`config.mk`:
```
export PLATFORM = sky130hd
export DESIGN_NAME = axis_skid_reg_flat
export DESIGN_NICKNAME = d
export VERILOG_FILES = /design/src/rtl/axis_skid_reg_if.sv /design/src/rtl/axis_skid_reg.sv /design/src/flat_wrapper.sv
export SDC_FILE = /design/constraint.sdc
export NUM_CORES = 1
export LEC_CHECK = 0
export ABC_AREA = 1
export BUFFER_PORTS_ARGS = -buffer_cell sky130_fd_sc_hd__buf_2
export CORE_MARGIN = 2
export CORE_UTILIZATION = 35
export CTS_CLUSTER_SIZE = 24
export DETAILED_ROUTE_END_ITERATION = 10
export GPL_TIMING_DRIVEN = 0
export PLACE_DENSITY = 0.69
export SLEW_MARGIN = 20
export SYNTH_ARGS = -nofsm -noshare
export SYNTH_HDL_FRONTEND = slang
export SYNTH_SLANG_ARGS = --single-unit
```
`constraint.sdc`:
```
create_clock -name clk -period 2.9 [get_ports clk]
set_input_delay 0.435 -clock clk [delete_from_list [all_inputs] [get_ports clk]]
set_output_delay 0.435 -clock clk [all_outputs]
set_load 0.02 [all_outputs]
```
`src/rtl/axis_skid_reg_if.sv`:
```
// AXI4-Stream channel bundle (data, valid, ready) shared by producer and consumer.
interface axis_if #(
  parameter int TDATA_WIDTH = 8
);
  logic [TDATA_WIDTH-1:0] tdata;
  logic                   tvalid;
  logic                   tready;

  modport master (output tdata, output tvalid, input tready);
  modport slave  (input tdata, input tvalid, output tready);
endinterface

```
`src/rtl/axis_skid_reg.sv`:
```
// Two-entry AXI4-Stream skid buffer: fully registered pipeline stage with a
// synchronous flush, sustaining one beat per cycle.
module axis_skid_reg (
  input  logic   clk,
  input  logic   rst_n,
  axis_if.slave  axis_sif,
  axis_if.master axis_mif,
  input  logic   invalidate
);
  localparam int W = $bits(axis_sif.tdata);

  logic         r_main_vld_p1;
  logic         r_skid_vld_p1;
  logic [W-1:0] r_main_data_p1;
  logic [W-1:0] r_skid_data_p1;

  logic w_in_hs;
  logic w_out_hs;
  logic w_main_vld_nxt;
  logic w_skid_vld_nxt;
  logic w_main_from_in;
  logic w_main_from_skid;
  logic w_skid_from_in;

  // ready depends only on the skid flag, so no input reaches an output combinationally
  assign w_in_hs  = axis_sif.tvalid && !r_skid_vld_p1;
  assign w_out_hs = r_main_vld_p1 && axis_mif.tready;

  // ---- stage p1: occupancy flags ----
  always_ff @(posedge clk or negedge rst_n) begin
    if (!rst_n) begin
      r_main_vld_p1 <= 1'b0;
      r_skid_vld_p1 <= 1'b0;
    end else begin
      r_main_vld_p1 <= w_main_vld_nxt;
      r_skid_vld_p1 <= w_skid_vld_nxt;
    end
  end

  always_comb begin
    w_main_vld_nxt   = r_main_vld_p1;
    w_skid_vld_nxt   = r_skid_vld_p1;
    w_main_from_in   = 1'b0;
    w_main_from_skid = 1'b0;
    w_skid_from_in   = 1'b0;
    if (invalidate) begin
      w_main_vld_nxt = 1'b0;
      w_skid_vld_nxt = 1'b0;
    end else if (r_skid_vld_p1) begin
      if (w_out_hs) begin
        w_main_from_skid = 1'b1;
        w_skid_vld_nxt   = 1'b0;
      end
    end else if (!r_main_vld_p1) begin
      if (w_in_hs) begin
        w_main_from_in = 1'b1;
        w_main_vld_nxt = 1'b1;
      end
    end else begin
      if (w_in_hs && w_out_hs) begin
        w_main_from_in = 1'b1;
      end else if (w_in_hs) begin
        w_skid_from_in = 1'b1;
        w_skid_vld_nxt = 1'b1;
      end else if (w_out_hs) begin
        w_main_vld_nxt = 1'b0;
      end
    end
  end

  // ---- stage p1: data registers (no reset, qualified by the flags) ----
  always_ff @(posedge clk) begin
    if (w_main_from_in) begin
      r_main_data_p1 <= axis_sif.tdata;
    end else if (w_main_from_skid) begin
      r_main_data_p1 <= r_skid_data_p1;
    end
    if (w_skid_from_in) begin
      r_skid_data_p1 <= axis_sif.tdata;
    end
  end

  always_comb begin
    axis_mif.tvalid = r_main_vld_p1;
    axis_mif.tdata  = r_main_data_p1;
    axis_sif.tready = !r_skid_vld_p1;
  end
endmodule

```
`src/flat_wrapper.sv`:
```
// flat-port wrapper written by rule: the top's interface ports become plain ports
module axis_skid_reg_flat 
  (clk, rst_n, invalidate, axis_sif_tdata, axis_sif_tvalid, axis_sif_tready, axis_mif_tdata, axis_mif_tvalid, axis_mif_tready);
  axis_if #(.TDATA_WIDTH(8)) axis_sif_i ();
  axis_if #(.TDATA_WIDTH(8)) axis_mif_i ();
  input  logic clk;
  input  logic rst_n;
  input  logic invalidate;
  input wire logic [$bits(axis_sif_i.tdata)-1:0] axis_sif_tdata;
  input wire logic [$bits(axis_sif_i.tvalid)-1:0] axis_sif_tvalid;
  output wire logic [$bits(axis_sif_i.tready)-1:0] axis_sif_tready;
  output wire logic [$bits(axis_mif_i.tdata)-1:0] axis_mif_tdata;
  output wire logic [$bits(axis_mif_i.tvalid)-1:0] axis_mif_tvalid;
  input wire logic [$bits(axis_mif_i.tready)-1:0] axis_mif_tready;
  assign axis_sif_i.tdata = axis_sif_tdata;
  assign axis_sif_i.tvalid = axis_sif_tvalid;
  assign axis_sif_tready = axis_sif_i.tready;
  assign axis_mif_tdata = axis_mif_i.tdata;
  assign axis_mif_tvalid = axis_mif_i.tvalid;
  assign axis_mif_i.tready = axis_mif_tready;
  axis_skid_reg u_core (.clk(clk), .rst_n(rst_n), .axis_sif(axis_sif_i), .axis_mif(axis_mif_i), .invalidate(invalidate));
endmodule
```
# Yosys cells after proc, flatten, opt, wreduce, memory -nomap -nowiden
# Index checks and enable logic that the tools add are counted.
# Widths: inputs -> output; s select.
# classes
reduce_logical	5
n_eq_ne	1
muxes	22
# ops
operator	count
$mux 1	20
$mux 8	2
$logic_and 1x1->1	3
$ne 2x2->1 const B	1
$reduce_bool 2->1	1
$logic_not 1->1	1
# word_totals
regBits	18
in_bits	13

# Depth between registers and ports, before layout
# depth
depth_word	8
depth_mapped	6

# Least setup slack after synthesis
# OpenSTA, ideal clock, no wires.
# synth_timing
path_type	flip-flop to flip-flop
from	reg u_core.r_main_vld_p1, in the netlist u_core.axis_mif.tvalid
to	reg u_core.r_skid_data_p1[0] (enable)
path_stages_with_launch	4
setup_ns	0.383
setup_slack_ns	1.175
arrival_ns	1.342
synth_period_minus_slack_ns	1.725
required_ns	2.517
n_path_buf	1
cell_sequence	dfrtp_1 nand2_2 buf_6 nor3_1
# synth_between
elab_chain_cells	6
# synth_rtl
item	line	rtl
start: declaration	axis_skid_reg.sv:12	logic r_main_vld_p1;
start signal: assignment	axis_skid_reg.sv:35	r_main_vld_p1 <= w_main_vld_nxt;
$logic_and 1x1->1	axis_skid_reg.sv:27	assign w_out_hs = r_main_vld_p1 && axis_mif.tready;
$logic_and 1x1->1	axis_skid_reg.sv:60	if (w_in_hs && w_out_hs) begin
$mux 1	axis_skid_reg.sv:60	
$mux 1 (*)	axis_skid_reg.sv:54	end else if (!r_main_vld_p1) begin
$mux 1 (*)	axis_skid_reg.sv:49	end else if (r_skid_vld_p1) begin
$mux 1 (*)	axis_skid_reg.sv:46	if (invalidate) begin
named net u_core.w_skid_from_in	axis_skid_reg.sv:23	logic w_skid_from_in;
end signal: assignment	axis_skid_reg.sv:79	r_skid_data_p1 <= axis_sif.tdata;
end: declaration	axis_skid_reg.sv:15	logic [W-1:0] r_skid_data_p1;
# Mark *: on every way through the listed nets, which the timed path passes. The rest lies on a longest branch.
# A chain may end at the register's enable or synchronous reset.

# Final worst setup path
# layout_timing
from	reg u_core.r_skid_vld_p1
to	reg u_core.r_skid_data_p1[3] (enable)
# layout_between
elab_chain_cells	7
word_cells_on_any_way	8
cone_classes	5 x mux; 3 x reduce/logical
# layout_rtl
item	line	rtl
start: declaration	axis_skid_reg.sv:13	logic r_skid_vld_p1;
start signal: assignment	axis_skid_reg.sv:36	r_skid_vld_p1 <= w_skid_vld_nxt;
$logic_not 1->1	axis_skid_reg.sv:26	assign w_in_hs = axis_sif.tvalid && !r_skid_vld_p1;
$logic_and 1x1->1	axis_skid_reg.sv:26	
$mux 1 / $logic_and 1x1->1 (equally long branches)	axis_skid_reg.sv:62, axis_skid_reg.sv:60	
$mux 1	axis_skid_reg.sv:60	
$mux 1	axis_skid_reg.sv:54	
$mux 1 (*)	axis_skid_reg.sv:49	
$mux 1 (*)	axis_skid_reg.sv:46	
named net u_core.w_skid_from_in	axis_skid_reg.sv:23	
# Marked as above.

==> results.yml <==
logic_synthesis:
  synthTopCellsByCount: "nand2_1, edfxtp_1, nand4_1"
  synthSimpleGateAreaFrac: 0.2524
  async_reset_ff_frac: 0.1111
  synth_top_area_cell: "edfxtp_1"
  ys_ff_latch: 18
  syn-num-nets: 77
  synth_area_per_cell_sq_um: 12.08
  synthMuxAreaShare: 0
  seq_area_frac_synth: 0.6861
  synth_fa_ha_area_frac: 0
  syn_inst: 64
  synth_top_family_by_area: "simple AND/OR/NAND/NOR gates"
  synthTopCellsByArea: "edfxtp_1, nand2_1, dfrtp_1"
  netlist_area_sq_um: 773.2
  synth-compound-area-share: 0.01780
  yosysUniqueCellTypes: 15
  synth_xor_area_frac: 0
  synth_enable_flop_cells: 16
  ys.warnings.count: 0
  synth_top_area_frac: 0.6214
  synthFlopType: "edfxtp_1"
  synth.most_common_cell: "nand2_1"
pwr:
  totalPowerFinal_w: 0.0004750
  powerDensity_nw_per_um2: 496.9
  p_leak_nw: 0.4134
  max-vdd-ir-drop_mv: 0.1792
cts:
  ctsHoldBuffers: 1
  cts_buffers: 3
  cts_tree: "done"
  cts-root-buf: "clkbuf_4"
  clkTransAtPathRegs_ns: 0.10
  clk_latency_ns: 0.28
  cts_resized: 0
  post-cts-setup-buffers: 0
  cts.sinks: 18
  h-tree-depth: 1
  clockBufferDepth: 2
placed_design:
  place_congestion: 0.6782
  hpwlAfterDp_um: 960.4
  portBuffers: 22
  dp_worst_setup_slack_ns: 0.7901
setup_path:
  r2r_slack_ns: 1.36
  slowest_stage: "nor3_2"
  required_ns: 2.82
  startpoint_type: "register"
  cp_cell_sequence: "inv_2 -> nand2_1 -> nor3_2"
  critPathKind: "register to register"
  crit_path_max_fanout: 8
  cp_num_buf_inv: 1
  critical_path_arrival_ns: 1.47
  end_kind: "register"
  worstReg2RegEnd: "u_core.r_skid_data_p1[3]$_DFFE_PP_"
  crit_path_max_incr_delay_ns: 0.55
  r2r-start: "u_core.r_skid_vld_p1$_DFF_PN0_"
  cp_top_family: "simple AND/OR/NAND/NOR gates"
  rr_worst_depth: 3
worst_hold_path:
  min_to: "u_core.r_skid_data_p1[1]$_DFFE_PP_"
  hp-start: "axis_sif_tdata[1]"
  hp-class: "input port to register"
  hold_depth: 1
routing:
  detail-route-antenna-nets: 0
  drt_iter0_markers: 11
  vias: 536
  drc: 0
  wirelength_mm: 1.323
  viasPerCell: 4.542
  wl_per_cell_um: 11.21
  detail_route.first_pass.iterations: 4
sta:
  max_slew_margin: 0.5637
  fmax_ghz: 0.6477
  hold_violations: 0
  setup-violations-final: 0
  maxSlewViolCount: 0
  fin_ws_ns: 1.356
  post-route-min-period_ns: 1.544
  worst_pin_slew_ns: 0.6509
  rsz0062_at_grt: "no"
  clock_skew_ns: 0.003726
  holdWs_ns: 0.3375
  tns_ns: 0
  final_min_period_over_clock_period: 0.5324
layout:
  multi_input_area_sq_um: 214.0
  nFillCells: 210
  num_antenna_cells: 0
  syn_to_final_growth_pct: 23.62
  nets: 105
  seqCellArea_sq_um: 530.5
  drive_gt1_frac: 0.3889
global_route:
  grt_max_degree: 11
  antenna_found_initial: 0
  grt_pass1_vias: 548
  grt_pass1_wl_mm: 2.318
  grt.overflow.total: 0
  grt_use_total: 0.1196
floorplanning:
  initial_core_util: 0.3599
  die_w_um: 51
  core_area_sq_um: 2148
  die_y_um: 51
  std_cell_rows: 17
  die_area_sq_um: 2601
  io_pins: 23
run:
  maxCapViolCount: 0
run_status:
  outcome: "finished, final reports clean"
-- how the worst max path moves through the flow --
stage                                    endpoint  slack, ns  depth (start not counted)                               start
3_3_place_gp   u_core.r_skid_data_p1[6]$_DFFE_PP_       0.85                          5                     axis_mif_tready
4_1_cts        u_core.r_skid_data_p1[0]$_DFFE_PP_       0.98                          3      u_core.r_skid_vld_p1$_DFF_PN0_
2_1_floorplan  u_core.r_skid_data_p1[0]$_DFFE_PP_       1.18                          3  u_core.axis_mif.tvalid$_DFFE_PN0P_
5_1_grt        u_core.r_skid_data_p1[1]$_DFFE_PP_       1.26                          3      u_core.r_skid_vld_p1$_DFF_PN0_
6_report       u_core.r_skid_data_p1[3]$_DFFE_PP_       1.36                          3      u_core.r_skid_vld_p1$_DFF_PN0_
3_5_place_dp   u_core.r_skid_data_p1[3]$_DFFE_PP_       0.79                          5                     axis_mif_tready
-- metal layers --
metal  vias up  GRT usage  routed length (um)
met1       242     0.1456                 545
met5         -          0                   0
met4         0    0.05405                   8
met3         2    0.02632                  80
li1        275          -                   -
met2        17     0.2013                 690
-- cell families (layout without fill, tap and decap cells) --
logic type / after synthesis / count (layout)
buffers and inverters: 7 / 33
AO/OA/AOI/OAI: 2 / 2
flip-flops: 18 / 18
AND/OR/NAND/NOR: 37 / 37
-- state kept, by name, summed over array words and instances (netlist names) --
signal                  cells
u_core.axis_mif.tdata       8
u_core.r_skid_data_p1       8
u_core.r_skid_vld_p1        1
u_core.axis_mif.tvalid      1
-- final cells by class --
cell class	instances	share of cell area
Sequential cell	18	0.5550
Multi-Input combinational cell	39	0.2238
Inverter	6	0.02356
Clock buffer	3	0.02356
Timing Repair Buffer	23	0.1257
Buffer	1	0.01178
Tap cell	28	0.03665
-- cells in the final DEF (no fill, tap or decap) --
master / count
inv_1: 2
nand2_2: 2
a21oi_1: 1
edfxtp_1: 16
dfrtp_1: 2
nor3_2: 1
clkbuf_4: 3
inv_2: 3
nor2_8: 1
o21ai_2: 1
nand3_4: 1
dlygate4sd3_1: 1
nand4_1: 8
buf_2: 22
clkinv_1: 1
nand2_1: 20
nor2_1: 4
buf_6: 1
-- where the power goes --
part           switching, W  total (W)  internal (W)
clock network     0.0000704   0.000119     0.0000481
logic             0.0000386  0.0000601     0.0000215
registers        0.00000379   0.000296      0.000293
total              0.000113   0.000475      0.000362
-- stage by stage --
step                utilization  std cells  instance area (sq um)
floorplan                     -         64                  773.2
global placement         0.4275        114                  918.4
detailed placement       0.4275        114                  918.4
CTS                      0.4426        118                  950.9
global route             0.4450        118                  955.9
finish                   0.4450        118                  955.9
Power figures use the tool's default switching activity.
